File: src/rtl/uart_pkg.sv
// Shared UART receive definitions: baud encodings, default 16x tick divisors, receiver FSM states.
package uart_pkg;

  localparam logic [1:0] BAUD24  = 2'b00;
  localparam logic [1:0] BAUD48  = 2'b01;
  localparam logic [1:0] BAUD96  = 2'b10;
  localparam logic [1:0] BAUD192 = 2'b11;

  // Clocks per 16x tick at a 50 MHz core clock
  localparam int DIV_2400_DEF  = 1302;
  localparam int DIV_4800_DEF  = 651;
  localparam int DIV_9600_DEF  = 326;
  localparam int DIV_19200_DEF = 163;

  localparam int TICK_W = 14;

  typedef enum logic [2:0] {
    IDLE,
    START,
    DATA,
    PARITY,
    STOP,
    BREAK
  } rx_state_e;

endpackage

File: src/rtl/uart_rx_tick_gen.sv
// 16x oversampling tick: one-clock pulse every DIV clocks, divisor captured and phase reset on clear.
// Latency: first tick DIV clocks after clear; no backpressure, free-running.
module uart_rx_tick_gen
  import uart_pkg::*;
#(
  parameter int DIV_2400  = DIV_2400_DEF,
  parameter int DIV_4800  = DIV_4800_DEF,
  parameter int DIV_9600  = DIV_9600_DEF,
  parameter int DIV_19200 = DIV_19200_DEF
) (
  input  logic       clock,
  input  logic       reset_n,
  input  logic [1:0] baud_rate,
  input  logic       clear,
  output logic       tick
);

  logic [TICK_W-1:0] div_sel;
  logic [TICK_W-1:0] div_q;
  logic [TICK_W-1:0] cnt_q;

  always_comb begin
    div_sel = TICK_W'(DIV_19200);
    case (baud_rate)
      BAUD24:  div_sel = TICK_W'(DIV_2400);
      BAUD48:  div_sel = TICK_W'(DIV_4800);
      BAUD96:  div_sel = TICK_W'(DIV_9600);
      default: div_sel = TICK_W'(DIV_19200);
    endcase
  end

  assign tick = (cnt_q == (div_q - TICK_W'(1)));

  // Divisor only follows baud_rate at clear, so a mid-frame baud change cannot skew the frame
  always_ff @(posedge clock or negedge reset_n) begin
    if (!reset_n) begin
      cnt_q <= '0;
      div_q <= TICK_W'(DIV_2400);
    end else if (clear) begin
      cnt_q <= '0;
      div_q <= div_sel;
    end else if (tick) begin
      cnt_q <= '0;
    end else begin
      cnt_q <= cnt_q + TICK_W'(1);
    end
  end

endmodule

File: src/rtl/uart_rx_core.sv
// UART receiver (8N1/8E1/8O1) with 16x oversampling and mid-bit sampling; byte plus error flags on a data_valid pulse.
// Latency: data_valid 1 clock after stop-bit mid-sample (+2 sync clocks); no backpressure, host must take each pulse.
module uart_rx_core
  import uart_pkg::*;
#(
  parameter int DATA_BITS  = 8,
  parameter int PARITY_EN  = 1,
  parameter int PARITY_ODD = 0,
  parameter int DIV_2400   = DIV_2400_DEF,
  parameter int DIV_4800   = DIV_4800_DEF,
  parameter int DIV_9600   = DIV_9600_DEF,
  parameter int DIV_19200  = DIV_19200_DEF
) (
  input  logic                 clock,
  input  logic                 reset_n,
  input  logic [1:0]           baud_rate,
  input  logic                 rx_in,
  output logic [DATA_BITS-1:0] data_out,
  output logic                 data_valid,
  output logic                 parity_err,
  output logic                 frame_err,
  output logic                 busy
);

  localparam int IDX_W = $clog2(DATA_BITS + 1);

  rx_state_e            state_q;
  rx_state_e            state_d;
  logic                 rx_meta;
  logic                 rx_s;
  logic                 tick;
  logic                 tick_clr;
  logic                 mid_tick;
  logic                 end_tick;
  logic [3:0]           tick_cnt;
  logic [IDX_W-1:0]     bit_idx;
  logic [DATA_BITS-1:0] shift_q;
  logic                 par_bad_q;

  uart_rx_tick_gen #(
    .DIV_2400  (DIV_2400),
    .DIV_4800  (DIV_4800),
    .DIV_9600  (DIV_9600),
    .DIV_19200 (DIV_19200)
  ) u_tick_gen (
    .clock     (clock),
    .reset_n   (reset_n),
    .baud_rate (baud_rate),
    .clear     (tick_clr),
    .tick      (tick)
  );

  always_ff @(posedge clock or negedge reset_n) begin
    if (!reset_n) begin
      rx_meta <= 1'b1;
      rx_s    <= 1'b1;
    end else begin
      rx_meta <= rx_in;
      rx_s    <= rx_meta;
    end
  end

  assign mid_tick = tick && (tick_cnt == 4'd7);
  assign end_tick = tick && (tick_cnt == 4'd15);
  assign busy     = (state_q != IDLE);

  always_ff @(posedge clock or negedge reset_n) begin
    if (!reset_n) state_q <= IDLE;
    else          state_q <= state_d;
  end

  always_comb begin
    state_d  = state_q;
    tick_clr = 1'b0;
    case (state_q)
      IDLE: begin
        if (!rx_s) begin
          state_d  = START;
          tick_clr = 1'b1;
        end
      end
      START:  if (mid_tick) state_d = rx_s ? IDLE : DATA;
      DATA: begin
        if (end_tick && (bit_idx == IDX_W'(DATA_BITS - 1)))
          state_d = (PARITY_EN != 0) ? PARITY : STOP;
      end
      PARITY: if (end_tick) state_d = STOP;
      STOP:   if (end_tick) state_d = rx_s ? IDLE : BREAK;
      BREAK:  if (rx_s) state_d = IDLE;
      default: state_d = IDLE;
    endcase
  end

  always_ff @(posedge clock or negedge reset_n) begin
    if (!reset_n) begin
      tick_cnt   <= '0;
      bit_idx    <= '0;
      shift_q    <= '0;
      par_bad_q  <= 1'b0;
      data_out   <= '0;
      data_valid <= 1'b0;
      parity_err <= 1'b0;
      frame_err  <= 1'b0;
    end else begin
      data_valid <= 1'b0;
      if (tick) tick_cnt <= tick_cnt + 4'd1;
      case (state_q)
        IDLE: begin
          tick_cnt  <= '0;
          bit_idx   <= '0;
          par_bad_q <= 1'b0;
        end
        // Re-phase the bit counter at the start-bit centre so later samples land mid-bit
        START: if (mid_tick) tick_cnt <= '0;
        DATA: begin
          if (end_tick) begin
            shift_q <= {rx_s, shift_q[DATA_BITS-1:1]};
            bit_idx <= bit_idx + IDX_W'(1);
          end
        end
        PARITY: begin
          if (end_tick) par_bad_q <= (^shift_q) ^ rx_s ^ 1'(PARITY_ODD);
        end
        STOP: begin
          if (end_tick) begin
            data_out   <= shift_q;
            parity_err <= (PARITY_EN != 0) ? par_bad_q : 1'b0;
            frame_err  <= ~rx_s;
            data_valid <= 1'b1;
          end
        end
        default: ;
      endcase
    end
  end

endmodule

File: config.mk
export PLATFORM = sky130hd
export DESIGN_NAME = uart_rx_core
export DESIGN_NICKNAME = d
export VERILOG_FILES = /design/src/rtl/uart_pkg.sv /design/src/rtl/uart_rx_tick_gen.sv /design/src/rtl/uart_rx_core.sv
export SDC_FILE = /design/constraint.sdc
export NUM_CORES = 1
export LEC_CHECK = 0
export ABC_AREA = 1
export CORE_MARGIN = 4
export CORE_UTILIZATION = 34
export DETAILED_ROUTE_END_ITERATION = 7
export PLACE_DENSITY = 0.61
export SETUP_SLACK_MARGIN = 0.1
export SLEW_MARGIN = 20
export SYNTH_ARGS = -nofsm -noshare
export SYNTH_HDL_FRONTEND = slang
export SYNTH_HIERARCHICAL = 1
export SYNTH_SLANG_ARGS = --single-unit
File: constraint.sdc
create_clock -name clock -period 1.96 [get_ports clock]
set_input_delay 0.392 -clock clock [delete_from_list [all_inputs] [get_ports clock]]
set_output_delay 0.392 -clock clock [all_outputs]
set_load 0.01 [all_outputs]
# After elaboration in Yosys (flattened, before gate mapping)
# Cells that the tools add are included.
# totals
in_bits,5
reg_bits,61
word_cells,74
out_inout_bits,12
# classes
n_addsub,4
mux,23
reduce_logical,14
n_eq_ne,18
bitwise,2
# ops
cell,n
$pmux 11 s3,1
$mux 14,2
$mux 3,7
$pmux 3 s6,1
$pmux 4 s2,2
$add 14x1->14 const B,1
$eq 14x14->1,1
$ne 2x2->1 const B,7
$sub 14x1->14 const B,1
$mux 4,3
$add 4x1->4 const B,2
$eq 4x3->1 const B,2
$reduce_and 2->1,4
$reduce_xor 8->1,1
$eq 3x2->1 const B,2
$eq 3x3->1 const B,2
$reduce_and 6->1,1
$mux 1,5
$eq 4x4->1 const B,1
$reduce_bool 2->1,2
$eq 3x1->1 const B,1
$logic_and 1x1->1,3
$logic_not 3->1,1
$reduce_bool 3->1,1
other kinds (7),7

# Longest topological paths before layout
# depth
depth_word,6
mapped_depth,15
depth_no_buf,15

# By module
# Netlist, hierarchy kept.
# modules_own_cells
module,n_inst,seq_area_each_um2,cells_per_inst,area_each_um2
uart_rx_core,1,828.3,211,1690.4
uart_rx_tick_gen,1,503.0,140,1134.8

# Worst setup path before layout
# OpenSTA, ideal clock, no wires.
# synth_timing
kind,reg2reg
start,reg u_tick_gen.div_q[8]
end,reg bit_idx[0]
setup_ns,0.117
arrival_ns,1.666
path_buffers,1
slack_ns,0.177
t_required_ns,1.843
path_stages_with_launch,12
synth_period_minus_slack_ns,1.783
path_cell_list,dfstp_2 > xnor2_1 > nand2_1 > nor2_2 > nand3_2 > inv_1 > nand3_4 > nor2_8 > nand2_4 > buf_6 > o21ai_1 > inv_1
# synth_via
elab_chain_len,5
# synth_rtl
element,line,rtl
from (decl),uart_rx_tick_gen.sv:19,logic [TICK_W-1:0] div_q;
from (signal assigned),uart_rx_tick_gen.sv:38,div_q <= TICK_W'(DIV_2400);
from (signal assigned),uart_rx_tick_gen.sv:41,div_q <= div_sel;
$sub 14x1->14,uart_rx_tick_gen.sv:32,assign tick = (cnt_q == (div_q - TICK_W'(1)));
$eq 14x14->1,uart_rx_tick_gen.sv:32,
net tick,uart_rx_core.sv:31,logic tick;
$logic_and 1x1->1,uart_rx_core.sv:64,assign end_tick = tick && (tick_cnt == 4'd15);
$ne 2x2->1 (no source line),--,
$reduce_and 2->1 (no source line),--,
to (signal assigned),uart_rx_core.sv:118,bit_idx <= bit_idx + IDX_W'(1);
to (decl),uart_rx_core.sv:36,logic [IDX_W-1:0] bit_idx;
# The timed path passes the listed nets, and every way through them passes these cells.
# A chain may end at the register's enable or synchronous reset.

# Worst setup path after layout
# layout_timing
start,reg u_tick_gen.div_q[8]
end,reg data_out[3]
# layout_via
elab_chain_len,4
# layout_rtl
element,line,rtl
$sub 14x1->14,uart_rx_tick_gen.sv:32,
$eq 14x14->1,uart_rx_tick_gen.sv:32,
net tick,uart_rx_core.sv:31,
$logic_and 1x1->1,uart_rx_core.sv:64,
$reduce_and 2->1 (no source line),--,
to (signal assigned),uart_rx_core.sv:126,data_out <= shift_q;
to (decl),uart_rx_core.sv:18,"output logic [DATA_BITS-1:0] data_out,"
# The timed path passes the listed nets, and every way through them passes these cells.

==> results by group <==
Yosys
  • Mapped Cells: 351
  • Net count of the mapped netlist: 359
  • Mean Syn Cell Area: 8.049 um^2
  • Synth warnings: 6
  • Top_reg_cell synth: dfrtp_1
  • Most instantiated cells after synthesis: nand2_1, dfrtp_1, inv_1
  • Post-synth top area share: 43.40%
  • Synth Register Bits: 53
  • Yosys top cell by area: dfrtp_1
  • Ys async rst share: 100.0%
  • Main area contributors after synthesis: dfrtp_1, nand2_1, inv_1, nor2_1, dfstp_2
  • Synthesized cell area: 2825 um^2
  • Post-synth EDFFs: 0
  • Count leader, synth: nand2_1
  • Register area share after synthesis: 47.12%
  • Unique masters post-synth: 29

Global routing
  • Grt total ovfl: 0
  • Initial antenna violation count: 0
  • GRT Total Usage: 11.89%
  • Largest net degree at the start of global routing: 37
  • Global-route wire length before repair: 9.653 mm
  • Vias in the first global route: 2179

Setup path
  • FF-to-FF path depth: 11
  • Worst r2r src: u_tick_gen/div_q[8]$_DFFE_PN1P_
  • Worst-path fanout max: 10
  • Flop2flop setup slack: 0.15 ns
  • Arr. time, crit path: 2.01 ns
  • Worst endpoint required time: 2.15 ns
  • Crit Path Category: flop to flop
  • Worst setup EP type: flop
  • Crit start category: flop
  • R2r endpoint: data_out[3]$_DFFE_PN0P_

Die
  • # IOs: 17
  • Rows: 32
  • Initial core utilization: 35.82%
  • Die W: 99.16 um
  • Core area: 7888 um^2
  • Die height: 99.16 um
  • Die Area: 9832 um^2

Placed design
  • PortBufs: 16
  • Placed instance area: 3117 um^2
  • GPL Wtd Cong: 0.9069
  • Dpl hpwl: 4.079 mm
  • Cell Count Post-Placement: 469

Drt
  • Vias: 2239
  • Post-route antenna net violation count: 0
  • DR pass1 iterations: 4
  • Residual DRC: 0
  • WL/cell: 11.55 um
  • Vias per cell: 4.588
  • Final wirelength: 5.636 mm
  • Iteration-0 DRC Markers: 91

CTS
  • CTS root buf: clkbuf_8
  • CTS tree: yes
  • CTS Buf Count: 5
  • Clock-pin slew on the worst setup and hold paths: 0.10 ns
  • Clock sink count: 53
  • CTS H-tree lvls: 2
  • # hold bufs at CTS: 0
  • Clk buf depth: 2
  • Clk_lat worst skew: 0.30 ns

STA
  • Pins over their slew limit: 0
  • Final period util: 92.57%
  • Final Skew: 0.007717 ns
  • Hold_ws: 0.01739 ns
  • RSZ-0062 raised after global routing: yes
  • Final min period: 1.814 ns
  • Slew @ Worst Pin: 0.6897 ns
  • Relative max-transition margin: 53.77%
  • Count of final hold-check violations: 0
  • Maximum clock frequency: 0.5512 GHz
  • Final setup viols: 0

Layout
  • Fillers: 770
  • Layout cells sized above 1: 22.02%
  • Ant diodes: 0
  • Layout Cells excl Fill: 488
  • NumNets Final: 393
  • Area growth syn-to-layout: 18.07%
  • Final instance area: 3336 um^2

Status
  • Outcome: finished, final reports clean

Power
  • PwrDens: 924.7 nW/um^2
  • Pleak: 1.597 nW
  • Max VDD drop: 0.3709 mV

Run
  • Max_cap viols: 0

Worst hold path
  • Path type of the worst min-delay path: input pin to async pin
## how the worst max path moves through the flow
| stage | startpoint | endpoint | slack [ns] |
|---|---|---|---|
| 5_1_grt | u_tick_gen/div_q[8]$_DFFE_PN1P_ | data_out[0]$_DFFE_PN0P_ | -0.01 |
| 4_1_cts | u_tick_gen/div_q[8]$_DFFE_PN1P_ | state_q[2]$_DFFE_PN0P_ | 0.10 |
| 6_report | u_tick_gen/div_q[8]$_DFFE_PN1P_ | data_out[3]$_DFFE_PN0P_ | 0.15 |
| 3_5_place_dp | u_tick_gen/div_q[8]$_DFFE_PN1P_ | data_out[0]$_DFFE_PN0P_ | 0.09 |
| 3_3_place_gp | u_tick_gen/div_q[4]$_DFFE_PN1P_ | data_out[4]$_DFFE_PN0P_ | 0.13 |
| 2_1_floorplan | u_tick_gen/div_q[8]$_DFFE_PN1P_ | bit_idx[0]$_DFFE_PN0P_ | 0.18 |
## cell usage in the layout, fill, tap and decap left out, types with 2 or more instances in the layout
cell type,synthesis,final
buf_12,0,2
buf_4,0,14
nor3_2,2,2
ha_1,3,3
clkdlybuf4s50_1,0,14
o21ai_0,5,5
o21ai_2,5,9
nand3_2,4,4
dfrtp_1,49,49
clkinvlp_4,0,2
clkbuf_8,0,5
nand3_1,12,12
nand2_8,0,2
nand4_1,2,2
dfstp_2,4,4
a21oi_1,7,7
nand2_2,6,5
nor2_2,15,18
xor2_1,10,10
o21ai_1,20,16
xnor2_1,4,4
inv_2,10,12
nor3_1,6,6
inv_1,37,35
nand2_1,106,106
nor2_1,31,28
## what timing repair did
item,in CTS,in global routing
endpoints found under the setup margin,17,30
gates resized for setup,4,10
pin swaps,2,3
gates cloned,0,1
setup buffers,1,9
## per-layer routing
layer  routed length [um]  vias to the layer above  global-route usage (%)
met2                 2641                       41                   19.58
li1                     -                     1152                       -
met3                  167                        8                   2.384
met5                    0                        -                       0
met4                   94                        0                   3.782
met1                 2733                     1038                   15.76
## cells by family (layout without fill, tap and decap cells)
| logic type | count (synthesis) | in the layout | share of synthesized area, % |
|---|---|---|---|
| fa+ha+maj | 3 | 3 | 1.329 |
| buf+inv | 54 | 88 | 8.547 |
| flops | 53 | 53 | 47.12 |
| simple gates | 189 | 190 | 31.18 |
| xor+xnor | 14 | 14 | 4.340 |
| compound gates | 38 | 38 | 7.484 |
## where the power goes
part	switching [mW]	internal, mW	total, mW
Sequential	0.184	1.27	1.45
Combinational	0.631	0.390	1.02
Clock	0.359	0.252	0.612
Total	1.17	1.91	3.08
## worst max-delay path: stages (launching register included)
cell and delay, ns:
dfstp_2 0.56, xnor2_1 0.11, nand2_1 0.08, nor2_2 0.09, nand3_2 0.09, inv_2 0.09, nand3_4 0.11, nor2_8 0.18
buf_4 0.17, nand2_8 0.07, nand2_1 0.09, o21ai_1 0.06
## through the flow
| stage | setup WS [ns] | TNS, ns | utilization [%] | power, mW |
|---|---|---|---|---|
| 2_1_floorplan | 0.1769 | 0 | - | 2.195 |
| 3_3_place_gp | 0.1260 | 0 | 39.51 | 2.445 |
| 3_5_place_dp | 0.09013 | 0 | 39.51 | 2.461 |
| 4_1_cts | 0.1043 | 0 | 40.88 | 3.085 |
| 5_1_grt | -0.009898 | -0.04161 | 42.29 | 3.352 |
| 6_report | 0.1457 | 0 | 42.29 | 3.084 |
## cell type report
cell class / instances / area (um^2) / area share, %
clock buffers: 6 / 72.57 / 2.176
clock inverters: 2 / 15.01 / 0.4501
inverters: 48 / 180.2 / 5.401
multi-input cells: 245 / 1309 / 39.23
flip-flops and latches: 53 / 1331 / 39.91
repair buffers: 32 / 300.3 / 9.002
well taps: 102 / 127.6 / 3.826
## sequential cells by signal (all words and copies together), names as in the netlist, 3 cells and up
register          flops
u_tick_gen/div_q      6
bit_idx               4
u_tick_gen/cnt_q     14
tick_cnt              4
data_out              8
shift_q               8
state_q               3
Power figures use the tool's default switching activity.
